**src/rtl/seg_display_arbiter.sv**
```systemverilog
// Round-robin arbiter sharing one 4-digit seven-segment display between NREQ requesters.
// Each accepted value is saturated to 9999, converted to BCD by double-dabble and held for a dwell time.
module seg_display_arbiter #(
  parameter int unsigned NREQ         = 4,
  parameter int unsigned DWELL_CYCLES = 50_000_000
) (
  input  logic                    clk,
  input  logic                    rst,
  input  logic [NREQ-1:0]         req_valid,
  input  logic [32*NREQ-1:0]      req_data,
  output logic [NREQ-1:0]         req_ready,
  input  logic                    hold,
  output logic [15:0]             disp_bcd,
  output logic [3:0]              disp_blank,
  output logic                    disp_ovf,
  output logic [$clog2(NREQ)-1:0] disp_owner,
  output logic                    busy
);

  localparam int unsigned      OW         = $clog2(NREQ);
  localparam logic [31:0]      DWELL_LOAD = 32'(DWELL_CYCLES - 1);
  localparam logic [OW-1:0]    LAST_RST   = OW'(NREQ - 1);
  localparam logic [3:0]       ITER_LAST  = 4'd13;

  typedef enum logic [1:0] {
    IDLE,
    CONVERT,
    SHOW
  } state_t;

  state_t        state_q, state_d;
  logic [OW-1:0] last_owner_q, last_owner_d;
  logic [29:0]   shreg_q, shreg_d;
  logic [3:0]    iter_q, iter_d;
  logic          ovf_pend_q, ovf_pend_d;
  logic [OW-1:0] owner_pend_q, owner_pend_d;
  logic [31:0]   dwell_q, dwell_d;
  logic [15:0]   bcd_q, bcd_d;
  logic [3:0]    blank_q, blank_d;
  logic          ovf_q, ovf_d;
  logic [OW-1:0] owner_q, owner_d;

  logic          grant_valid;
  logic [OW-1:0] grant_idx;
  logic [31:0]   sel_data;
  logic [13:0]   sat_val;
  logic          sat_ovf;
  logic [29:0]   dd_next;

  // One double-dabble iteration on {bcd[15:0], binary[13:0]}: adjust nibbles, then shift.
  function automatic logic [29:0] dd_step(input logic [29:0] v);
    logic [29:0] a;
    a = v;
    for (int unsigned k = 0; k < 4; k++) begin
      if (a[14 + 4*k +: 4] >= 4'd5) begin
        a[14 + 4*k +: 4] = a[14 + 4*k +: 4] + 4'd3;
      end
    end
    return {a[28:0], 1'b0};
  endfunction

  function automatic logic [3:0] blank_of(input logic [15:0] b);
    logic z3, z2, z1;
    z3 = (b[15:12] == 4'd0);
    z2 = z3 && (b[11:8] == 4'd0);
    z1 = z2 && (b[7:4] == 4'd0);
    return {z3, z2, z1, 1'b0};
  endfunction

  // Search last_owner+1 .. last_owner+NREQ (mod NREQ); first valid index wins.
  always_comb begin : rr_search
    int unsigned cand;
    grant_valid = 1'b0;
    grant_idx   = '0;
    sel_data    = '0;
    cand        = 0;
    for (int unsigned i = 1; i <= NREQ; i++) begin
      cand = 32'(last_owner_q) + i;
      if (cand >= NREQ) begin
        cand = cand - NREQ;
      end
      if (!grant_valid && req_valid[cand[OW-1:0]]) begin
        grant_valid = 1'b1;
        grant_idx   = cand[OW-1:0];
        sel_data    = req_data[32*cand +: 32];
      end
    end
  end

  assign sat_ovf = (sel_data > 32'd9999);
  assign sat_val = sat_ovf ? 14'd9999 : sel_data[13:0];
  assign dd_next = dd_step(shreg_q);

  always_comb begin
    state_d      = state_q;
    last_owner_d = last_owner_q;
    shreg_d      = shreg_q;
    iter_d       = iter_q;
    ovf_pend_d   = ovf_pend_q;
    owner_pend_d = owner_pend_q;
    dwell_d      = dwell_q;
    bcd_d        = bcd_q;
    blank_d      = blank_q;
    ovf_d        = ovf_q;
    owner_d      = owner_q;
    req_ready    = '0;

    case (state_q)
      IDLE: begin
        if (grant_valid) begin
          req_ready[grant_idx] = 1'b1;
          shreg_d              = {16'd0, sat_val};
          ovf_pend_d           = sat_ovf;
          owner_pend_d         = grant_idx;
          last_owner_d         = grant_idx;
          iter_d               = '0;
          state_d              = CONVERT;
        end
      end
      CONVERT: begin
        shreg_d = dd_next;
        iter_d  = iter_q + 4'd1;
        // Display registers load straight from the final iteration so partial BCD never leaks out.
        if (iter_q == ITER_LAST) begin
          bcd_d   = dd_next[29:14];
          blank_d = blank_of(dd_next[29:14]);
          ovf_d   = ovf_pend_q;
          owner_d = owner_pend_q;
          dwell_d = DWELL_LOAD;
          iter_d  = '0;
          state_d = SHOW;
        end
      end
      SHOW: begin
        if (!hold) begin
          if (dwell_q == 32'd0) begin
            state_d = IDLE;
          end else begin
            dwell_d = dwell_q - 32'd1;
          end
        end
      end
      default: begin
        state_d = IDLE;
      end
    endcase
  end

  always_ff @(posedge clk or posedge rst) begin
    if (rst) begin
      state_q      <= IDLE;
      last_owner_q <= LAST_RST;
      shreg_q      <= '0;
      iter_q       <= '0;
      ovf_pend_q   <= 1'b0;
      owner_pend_q <= '0;
      dwell_q      <= '0;
      bcd_q        <= '0;
      blank_q      <= 4'b1110;
      ovf_q        <= 1'b0;
      owner_q      <= '0;
    end else begin
      state_q      <= state_d;
      last_owner_q <= last_owner_d;
      shreg_q      <= shreg_d;
      iter_q       <= iter_d;
      ovf_pend_q   <= ovf_pend_d;
      owner_pend_q <= owner_pend_d;
      dwell_q      <= dwell_d;
      bcd_q        <= bcd_d;
      blank_q      <= blank_d;
      ovf_q        <= ovf_d;
      owner_q      <= owner_d;
    end
  end

  assign disp_bcd   = bcd_q;
  assign disp_blank = blank_q;
  assign disp_ovf   = ovf_q;
  assign disp_owner = owner_q;
  assign busy       = (state_q != IDLE);

endmodule

```
**config.mk**
```make
export PLATFORM = sky130hd
export DESIGN_NAME = seg_display_arbiter
export DESIGN_NICKNAME = d
export VERILOG_FILES = /design/src/rtl/seg_display_arbiter.sv
export SDC_FILE = /design/constraint.sdc
export NUM_CORES = 1
export LEC_CHECK = 0
export CAP_MARGIN = 15
export CORE_ASPECT_RATIO = 0.8
export CORE_UTILIZATION = 25
export DETAILED_ROUTE_END_ITERATION = 16
export GPL_TIMING_DRIVEN = 0
export HOLD_SLACK_MARGIN = 0.06
export SYNTH_ARGS = -nofsm -noshare
export SYNTH_HDL_FRONTEND = slang
export SYNTH_SLANG_ARGS = --single-unit
```
**constraint.sdc**
```tcl
create_clock -name clk -period 4.2 [get_ports clk]
set_input_delay 0.63 -clock clk [delete_from_list [all_inputs] [get_ports clk]]
set_output_delay 0.63 -clock clk [all_outputs]
set_load 0.005 [all_outputs]
```
==> run_results.csv, run 1 <==
group,metric,value,unit
outcome,status,"finished, final reports clean",
clock_tree,clock_latency,0.34,ns
layout,final_area,9830,sq um
pwr,cellLeakagePower,3.85,nW
detailed_routing,firstDrtPassIters,6,
detailed_routing,via_count,7412,
clock_tree,cts_buffer_depth,2,
job,drv_cap,0,
detailed_routing,avgRoutedWirePerCell,18.1,um
synth,netlist_area,7210,sq um
layout,nFillCells,2905,
clock_tree,cts_tree,"yes",
clock_tree,clk_pin_slew,0.06,ns
synth,syn_area_per_cell,8.48,sq um
floorplanning,die_y,154,um
pwr,vdd_drop_max,0.262,mV
placement,dp.cells,1381,
detailed_routing,postRouteAntennaNets,0,
worst_setup_path,worst-path-max-fanout,10,
global_route,antenna_found_initial,3,
detailed_routing,drc,0,
synth,ys.warnings.count,0,
clock_tree,hold_buffers,0,
synth,syn_inst,850,
sta,hold_violations,0,
global_route,grt_overflow_total,0,
hold_path,hold_path_class,"reg -> reg",
sta,finalCriticalPeriod,4.11,ns
detailed_routing,route.met3.wl,2.01,mm
detailed_routing,wirelength,25.5,mm
sta,finClkSkew,0.00921,ns
global_route,gr-usage-all-layers,17.5,%
sta,post-route-period-util,97.7,%
clock_tree,cts_sinks,95,
pwr,power_density,656,nW/um^2
sta,slew_violations,0,
synth,syn_nets,1001,
sta,layout_setup_ws,0.0946,ns
sta,clock.fmax,0.244,GHz
floorplanning,num_rows,55,
clock_tree,cts.htree.levels,3,
worst_setup_path,end_kind,"flip-flop",
clock_tree,cts_buffers,9,
placement,place_area,9300,sq um
layout,fin_util,34.8,%
sta,worst_pin_slew,1.11,ns
placement,hpwl,19.8,mm
detailed_routing,vias_per_cell,5.27,
synth,ys_types,73,
sta,fin_hold_ws,0.461,ns
worst_setup_path,crit_arrival,4.33,ns
synth,yosysTopAreaCellShare,31.2,%
synth,ys_seq_area_share,33.0,%
synth,synth_ff_type,"dfrtp_1",
floorplanning,core,28300,sq um
layout,nNetsFinal,1181,
synth,async_reset_ff_share,100,%
synth,yosys.area.top_type,"dfrtp_1",
layout,final_cells,1406,
global_route,grt_max_degree,64,
floorplanning,die_w,192,um
detailed_routing,wl_met1,11.7,mm
floorplanning,initial_utilization,25.5,%
floorplanning,io_pins,163,
worst_setup_path,worst-setup-path-type,"reg -> reg",
synth,postSynthRegisterBits,95,
worst_setup_path,critPathLaunchType,"flip-flop",
detailed_routing,drt_iter0_markers,728,
clock_tree,cts_root_buffer,"clkbuf_16",
synth,synth_edf_count,0,
sta,relSlewSlack,25.1,%
detailed_routing,highest_layer,"met4",
placement,gp_congestion,0.945,
detailed_routing,met2WireLength,11.5,mm
synth,yosysMostFrequentCell,"nand2_1",
global_route,grt_pass1_vias,7213,
layout,synthToLayoutAreaGrowth,36.3,%
placement,dp_slack,-1.18,ns
placement,io_buffers,159,
synth,synth.area.top_cells,"dfrtp_1, mux2i_1, nand2_1, o21ai_0, mux2_2",
global_route,grt_pass1_wl,40.5,mm
synth,synthTopCellsByCount,"nand2_1, dfrtp_1, o21ai_0",
layout,layout-drive-gt1-share,11.1,%
sta,setup_viol,0,
worst_setup_path,required,4.43,ns
floorplanning,die-area,29500,sq um
==> layout make-up <==
| cell class | instances | area, sq um | area share (%) |
|---|---|---|---|
| Multi-Input combinational cell | 680 | 4580 | 46.5 |
| Sequential cell | 95 | 2380 | 24.2 |
| Timing Repair Buffer | 170 | 1700 | 17.3 |
| Tap cell | 370 | 463 | 4.71 |
| Buffer | 50 | 309 | 3.14 |
| Clock buffer | 12 | 246 | 2.51 |
| Inverter | 24 | 105 | 1.07 |
| Clock inverter | 3 | 45.0 | 0.458 |
| Antenna cell | 2 | 5.00 | 0.0509 |
==> through the flow <==
stage,setup TNS (ns),total power [W]
2_1_floorplan,0,0.00398
3_3_place_gp,-62.45,0.00519
3_5_place_dp,-12.63,0.00526
4_1_cts,-0.00101,0.00633
5_1_grt,-0.0000333,0.00690
6_report,0,0.00645
==> power by group <==
group	internal [W]	total, W	switching, W
Combinational	0.00180	0.00417	0.00237
Sequential	0.00123	0.00146	0.000232
Clock	0.000475	0.000818	0.000343
Total	0.00351	0.00645	0.00294
==> worst paths after layout <==
kind	startpoint	end	slack, ns	cells after the start
hold reg to reg	disp_blank[3]$_DFFE_PP1P_	disp_blank[3]$_DFFE_PP1P_	0.46	2
hold / removal	disp_blank[3]$_DFFE_PP1P_	disp_blank[3]$_DFFE_PP1P_	0.46	2
min in group asynchronous	rst	owner_pend_q[0]$_DFFE_PP0P_	0.69	2
max in group asynchronous	rst	disp_blank[1]$_DFFE_PP1P_	2.80	3
setup / recovery	last_owner_q[0]$_DFFE_PP1P_	shreg_q[1]$_DFFE_PP0P_	0.09	15
setup reg to reg	last_owner_q[0]$_DFFE_PP1P_	shreg_q[1]$_DFFE_PP0P_	0.09	15
==> flip-flops by register name, indices dropped and copies added, names as in the netlist <==
name,flops
iter_q,4
shreg_q,30
dwell_q,32
disp_ovf,1
disp_owner,2
ovf_pend_q,1
disp_blank,3
state_q,2
disp_bcd,16
owner_pend_q,2
last_owner_q,2
==> kinds of logic (layout without fill, tap and decap cells) <==
logic type | Yosys count | in the layout | synth area share (%)
flops | 95 | 95 | 33.1
compound gates | 221 | 221 | 19.3
buf+inv | 75 | 259 | 4.34
mux | 78 | 78 | 13.6
simple gates | 337 | 337 | 23.7
other cells | 1 | 3 | 0.0520
xor+xnor | 27 | 27 | 3.28
fa+ha+maj | 16 | 16 | 2.78
==> placed cells by master (no fill, tap or decap), types with 5 or more instances in the layout <==
cell type,count
inv_1,21
xnor2_1,9
a21o_1,5
or3_1,9
clkbuf_2,7
buf_4,11
dfstp_2,5
o22ai_1,16
nand2_1,93
mux4_2,12
nor2_1,67
a21oi_1,53
clkdlybuf4s50_1,155
or4_1,7
nor3b_1,11
nor3_1,32
clkbuf_16,9
mux2_2,25
a22oi_1,6
nand3_1,27
mux2i_1,38
ha_1,15
clkbuf_1,25
a211oi_1,8
nor2b_1,10
nand3b_1,7
nand4_1,9
or2_2,8
nand2b_1,12
xor2_1,18
a31oi_1,10
nor4_1,17
and3_1,7
buf_2,7
dfrtp_1,90
o221ai_1,5
o21ai_0,65
==> critical path, stage by stage (launching register included) <==
cell and delay [ns]:
dfstp_2 0.57, buf_12 0.15, buf_12 0.16, buf_12 0.16, inv_8 0.06, ha_4 0.28, mux4_2 0.40, buf_4 0.19
nand2_1 0.17, a211oi_1 0.07, a311oi_1 0.44, and4_1 0.28, a211o_1 0.15, or4b_1 0.42, buf_2 0.18, o31a_1 0.30
==> what timing repair did <==
action,4_1_cts,5_1_grt
resized for setup,38,19
gates cloned,0,0
setup endpoints to repair,23,8
pin swaps,2,2
buffers inserted,4,4
==> per-layer routing <==
layer  vias to the layer above  GRT usage (%)
li1                       3504              -
met2                       282           27.0
met5                         -              0
met1                      3594           24.4
met4                         0           3.63
met3                        32           4.25
Note: power is estimated with default switching activity, not from simulation.
==> inputs of run 2 (changes only) <==
- CTS_CLUSTER_DIAMETER: default -> 100
- TNS_END_PERCENT: default -> 10
==> run_results.csv, run 2 (synthesis results as in run 1) <==
group,metric,value,unit
global_route,grt_overflow_total,0,
placement,dp_slack,-1.18,ns
global_route,antenna_found_initial,3,
layout,final_area,9830,sq um
detailed_routing,vias_per_cell,5.25,
sta,relSlewSlack,22.4,%
worst_setup_path,crit_arrival,4.38,ns
floorplanning,die_w,192,um
worst_setup_path,max_stage_delay,0.57,ns
pwr,totalPowerFinal,0.00645,W
worst_setup_path,critPathTopFamily,"compound AO/OA/AOI/OAI gates",
worst_setup_path,worst-setup-path-type,"reg -> reg",
worst_setup_path,end_kind,"flip-flop",
global_route,grt_pass1_vias,7213,
layout,layout_common_cells,"clkdlybuf4s50_1, nand2_1, dfrtp_1",
clock_tree,cts_root_buffer,"clkbuf_16",
layout,multi_input_area,4570,sq um
pwr,cellLeakagePower,3.83,nW
floorplanning,core,28300,sq um
global_route,gr-usage-all-layers,17.5,%
floorplanning,io_pins,163,
layout,largest_register,"dwell_q",
placement,gp_congestion,0.945,
detailed_routing,drt_iter0_markers,701,
sta,layout_setup_ws,0.0476,ns
floorplanning,die-area,29500,sq um
detailed_routing,drc,0,
placement,place_area,9300,sq um
sta,rsz0062_at_grt,"true",
sta,hold_violations,0,
clock_tree,cts.htree.levels,3,
clock_tree,clock_latency,0.34,ns
sta,post-route-period-util,98.9,%
floorplanning,num_rows,55,
clock_tree,cts_tree,"yes",
placement,io_buffers,159,
sta,worst_pin_slew,1.15,ns
detailed_routing,firstDrtPassIters,6,
worst_setup_path,crit_path_frequent_cell,"buf_12",
clock_tree,cts_sinks,95,
global_route,grt_pass1_wl,40.5,mm
worst_setup_path,slowest_stage,"dfstp_2",
worst_setup_path,critPathLaunchType,"flip-flop",
clock_tree,cts_buffers,9,
clock_tree,clk_pin_slew,0.06,ns
sta,clock.fmax,0.241,GHz
worst_setup_path,critical_path_buf_inv_count,6,
sta,slew_violations,0,
sta,finalCriticalPeriod,4.15,ns
worst_setup_path,required,4.43,ns
worst_setup_path,worst-path-max-fanout,10,
sta,finClkSkew,0.00761,ns
pwr,vdd_drop_max,0.264,mV
layout,fin_util,34.7,%
pwr,power_density,657,nW/um^2
sta,setup_viol,0,
floorplanning,initial_utilization,25.5,%
placement,hpwl,19.8,mm
layout,seq_area,2380,sq um
layout,final_common_cell,"clkdlybuf4s50_1",
worst_setup_path,path_cells,"buf_12 > buf_12 > buf_12 > inv_8 > ha_4 > mux4_2 > buf_4 > nand2_1 > a211oi_1 > a311oi_1 > and4_1 > a211o_1 > or4b_1 > buf_2 > o31a_1",
floorplanning,die_y,154,um
job,drv_cap,0,
clock_tree,cts_buffer_depth,2,
detailed_routing,wirelength,25.6,mm
sta,setup_tns,0,ns
hold_path,hold_path_class,"reg -> reg",
layout,largest_reg_flops,32,
detailed_routing,avgRoutedWirePerCell,18.2,um
outcome,status,"finished, final reports clean",
layout,layout-drive-gt1-share,11.0,%
global_route,grt_max_degree,64,
detailed_routing,via_count,7376,
layout,nFillCells,2907,
layout,synthToLayoutAreaGrowth,36.2,%
layout,nNetsFinal,1181,
detailed_routing,postRouteAntennaNets,0,
run 2: cell types whose count changed in the layout (fill, tap and decap cells not counted), sizes merged:
cell,before,now
clkdlybuf4s50,155,156
dlymetal6s2s,4,3
run 2: final timing paths:
kind | from | slack, ns | depth (start not counted) | endpoint
setup / recovery | last_owner_q[0]$_DFFE_PP1P_ | 0.05 | 15 | shreg_q[1]$_DFFE_PP0P_
hold / removal | disp_blank[3]$_DFFE_PP1P_ | 0.46 | 2 | disp_blank[3]$_DFFE_PP1P_
setup reg to reg | last_owner_q[0]$_DFFE_PP1P_ | 0.05 | 15 | shreg_q[1]$_DFFE_PP0P_
hold reg to reg | disp_blank[3]$_DFFE_PP1P_ | 0.46 | 2 | disp_blank[3]$_DFFE_PP1P_
max in group asynchronous | rst | 2.80 | 3 | disp_blank[1]$_DFFE_PP1P_
min in group asynchronous | rst | 0.69 | 2 | owner_pend_q[0]$_DFFE_PP0P_
run 2: cell type report:
type / instances / area share, %
buffer: 50 / 3.15
clock inverter: 3 / 0.458
tap: 370 / 4.71
clock buffer: 12 / 2.51
sequential: 95 / 24.3
inverter: 24 / 1.07
antenna: 2 / 0.0509
timing repair buffer: 170 / 17.3
multi-input combinational: 680 / 46.5
run 2: worst min-delay path, cell delays in order, from the launching register on:
cell and delay, ns:
dfstp_2 0.37, nand2_1 0.05, nand2_1 0.04
run 2: layer usage:
metal / track usage, % / up-vias / share of wire (%)
li1: - / 3497 / -
met1: 24.4 / 3565 / 46
met2: 27.0 / 285 / 45
met3: 4.25 / 29 / 8.4
met4: 3.63 / 0 / 1.3
met5: 0 / - / 0
run 2: report_power, final:
group	internal (W)	switching, W	total [W]
sequential	0.00123	0.000232	0.00146
combinational	0.00180	0.00237	0.00418
clock	0.000475	0.000342	0.000818
run 2: timing repair:
action	4_1_cts	5_1_grt
pin swaps	2	2
setup endpoints to repair	23	8
resized for setup	38	17
hold buffers	0	0
buffers inserted	4	4
run 2: stage by stage:
| step | std cells | hold slack [ns] |
|---|---|---|
| detailed placement | 1381 | 0.456 |
| floorplan | 850 | 0.439 |
| global route | 1406 | 0.484 |
| finish | 1406 | 0.461 |
| CTS | 1399 | 0.465 |
| global placement | 1379 | 0.447 |
==> inputs of run 3 (changes only) <==
- ABC_AREA: default -> 1
==> run_results.csv, run 3 <==
group,metric,value,unit
outcome,status,"finished, final reports clean",
global_route,grt_overflow_total,0,
synth,netlist_area,8650,sq um
layout,nNetsFinal,1762,
global_route,grt_pass1_wl,52.6,mm
clock_tree,clock_latency,0.36,ns
worst_setup_path,critical_path_buf_inv_count,5,
sta,finalCriticalPeriod,4.02,ns
layout,layout-drive-gt1-share,7.80,%
worst_setup_path,r2r-start,"last_owner_q[0]$_DFFE_PP1P_",
sta,clock.fmax,0.249,GHz
clock_tree,cts_tree,"yes",
clock_tree,hold_buffers,0,
global_route,antenna_found_initial,1,
sta,fin_hold_ws,0.469,ns
hold_path,min_path_cells,2,
floorplanning,io_pins,163,
floorplanning,die_w,210,um
floorplanning,die_y,168,um
synth,postSynthRegisterBits,95,
worst_setup_path,max_stage_delay,0.59,ns
synth,synth_edf_count,0,
global_route,gr-usage-all-layers,18.9,%
detailed_routing,wirelength,32.9,mm
placement,gp_congestion,0.927,
worst_setup_path,crit_arrival,3.39,ns
worst_setup_path,worst-setup-path-type,"reg -> out",
worst_setup_path,critPathTopFamily,"buffers and inverters",
sta,slew_violations,0,
layout,n_antenna_cell,0,
layout,layout_common_cells,"nand2_1, clkdlybuf4s50_1, inv_1",
pwr,cellLeakagePower,5.34,nW
synth,yosys.area.top_type,"dfrtp_1",
clock_tree,cts_sinks,95,
layout,final_common_cell,"nand2_1",
detailed_routing,avgRoutedWirePerCell,15.8,um
worst_setup_path,slowest_stage,"dfstp_2",
synth,ys.warnings.count,0,
detailed_routing,route.met3.wl,2.97,mm
worst_setup_path,required,3.57,ns
layout,multi_input_area,5240,sq um
worst_setup_path,end_kind,"output port",
detailed_routing,highest_layer,"met5",
synth,synthTopCellsByCount,"nand2_1, inv_1, o21ai_0",
hold_path,hold_path_startpoint,"disp_blank[2]$_DFFE_PP1P_",
floorplanning,num_rows,60,
sta,setup_viol,0,
floorplanning,die-area,35300,sq um
layout,largest_register,"dwell_q",
clock_tree,cts_buffers,9,
synth,syn_area_per_cell,6.03,sq um
synth,syn_nets,1585,
detailed_routing,vias_per_cell,4.81,
layout,nFillCells,3718,
sta,finClkSkew,0.0126,ns
clock_tree,cts_root_buffer,"clkbuf_16",
synth,async_reset_ff_share,100,%
clock_tree,clk_pin_slew,0.07,ns
pwr,power_density,761,nW/um^2
hold_path,hold_path_class,"reg -> reg",
detailed_routing,via_count,10000,
global_route,grt_max_degree,56,
global_route,grt_pass1_vias,9612,
placement,io_buffers,161,
sta,hold_violations,0,
layout,seq_area,2380,sq um
worst_setup_path,path_cells,"buf_8 > inv_8 > ha_4 > buf_4 > nand3_4 > nand2_8 > buf_2 > nor2_2 > o21ai_2 > nand2_1 > nor2_1 > clkdlybuf4s50_1",
synth,synth_ff_type,"dfrtp_1",
synth,ys_types,52,
synth,yosysMostFrequentCell,"nand2_1",
sta,rsz0062_at_grt,"false",
detailed_routing,firstDrtPassIters,5,
placement,dp.cells,2061,
sta,worst_pin_slew,0.815,ns
detailed_routing,drc,0,
worst_setup_path,reg2reg_slack,0.95,ns
detailed_routing,wl_met1,15.9,mm
clock_tree,cts.htree.levels,3,
layout,largest_reg_flops,32,
worst_setup_path,critPathLaunchType,"flip-flop",
synth,ys_seq_area_share,27.6,%
synth,synth.area.top_cells,"dfrtp_1, nand2_1, o21ai_0, inv_1, nor2_1",
hold_path,min_to,"disp_blank[2]$_DFFE_PP1P_",
placement,hpwl,25.8,mm
worst_setup_path,worst-path-max-fanout,36,
sta,post-route-period-util,95.7,%
detailed_routing,postRouteAntennaNets,0,
clock_tree,cts_buffer_depth,2,
worst_setup_path,regToRegEndpoint,"ovf_pend_q$_DFFE_PP0P_",
detailed_routing,met2WireLength,13.5,mm
detailed_routing,drt_iter0_markers,896,
floorplanning,initial_utilization,25.5,%
layout,final_cells,2081,
synth,syn_inst,1434,
job,drv_cap,0,
floorplanning,core,33900,sq um
layout,synthToLayoutAreaGrowth,30.4,%
sta,relSlewSlack,45.7,%
synth,yosysTopAreaCellShare,26.0,%
pwr,vdd_drop_max,0.308,mV
worst_setup_path,r2r_cells,16,
-- run 3: repair_timing --
action,4_1_cts,5_1_grt
gates cloned,0,0
buffers inserted,0,9
endpoints found under the setup margin,5,4
pin swaps,1,3
resized for setup,20,4
-- run 3: layer usage --
metal / track usage (%) / up-vias
met5: 0 / -
met4: 4.22 / 2
met3: 4.16 / 45
met2: 28.1 / 381
met1: 27.7 / 4608
li1: - / 4966
-- run 3: power by group --
part	switching, W	internal [W]	total [W]
clock	0.000393	0.000415	0.000809
combinational	0.00411	0.00214	0.00625
sequential	0.000242	0.00128	0.00153
total	0.00474	0.00384	0.00859
-- run 3: cell families after synthesis --
logic type / after synthesis / synth area share [%]
xor gates and xnor gates: 11 / 1.11
AOI/OAI and AO/OA: 252 / 15.6
adders and majority gates: 16 / 2.32
other: 1 / 0.0434
DFF: 95 / 27.6
and+or+nand+nor: 821 / 40.7
buffers and inverters: 236 / 12.3
muxes: 2 / 0.232
-- run 3: worst max-delay path by stage --
stage	startpoint	to	cells after the start
floorplan	last_owner_q[0]$_DFFE_PP1P_	req_ready[2]	16
global placement	last_owner_q[1]$_DFFE_PP1P_	req_ready[1]	13
detailed placement	last_owner_q[1]$_DFFE_PP1P_	req_ready[2]	15
CTS	last_owner_q[1]$_DFFE_PP1P_	req_ready[3]	16
global route	last_owner_q[0]$_DFFE_PP1P_	req_ready[2]	16
finish	last_owner_q[0]$_DFFE_PP1P_	req_ready[1]	12
-- run 3: area by class of cell --
class	count	share of cell area (%)
Buffer	62	3.73
Clock inverter	7	0.566
Sequential cell	95	21.1
Multi-Input combinational cell	1103	46.5
Clock buffer	9	2.00
Tap cell	465	5.16
Inverter	169	5.81
Timing Repair Buffer	171	15.1
-- run 3: tightest hold or removal path: cells and delay by family, from the launching register on --
kind | cells | cell delay, ns
flops | 1 | 0.37
simple gates | 2 | 0.10
-- run 3: through the flow --
step	total power, W	TNS (ns)	cell area, sq um	util [%]	setup slack [ns]
final	0.00859	0	11300	33.3	0.179
after global routing	0.00942	0	11300	33.3	0.0135
after CTS	0.00843	0	11200	33.1	0.0351
after detailed placement	0.00749	-2.82	10900	32.1	-0.729
after global placement	0.00741	-52.68	10800	32.0	-0.691
after floorplan	0.00556	0	8650	-	0.841
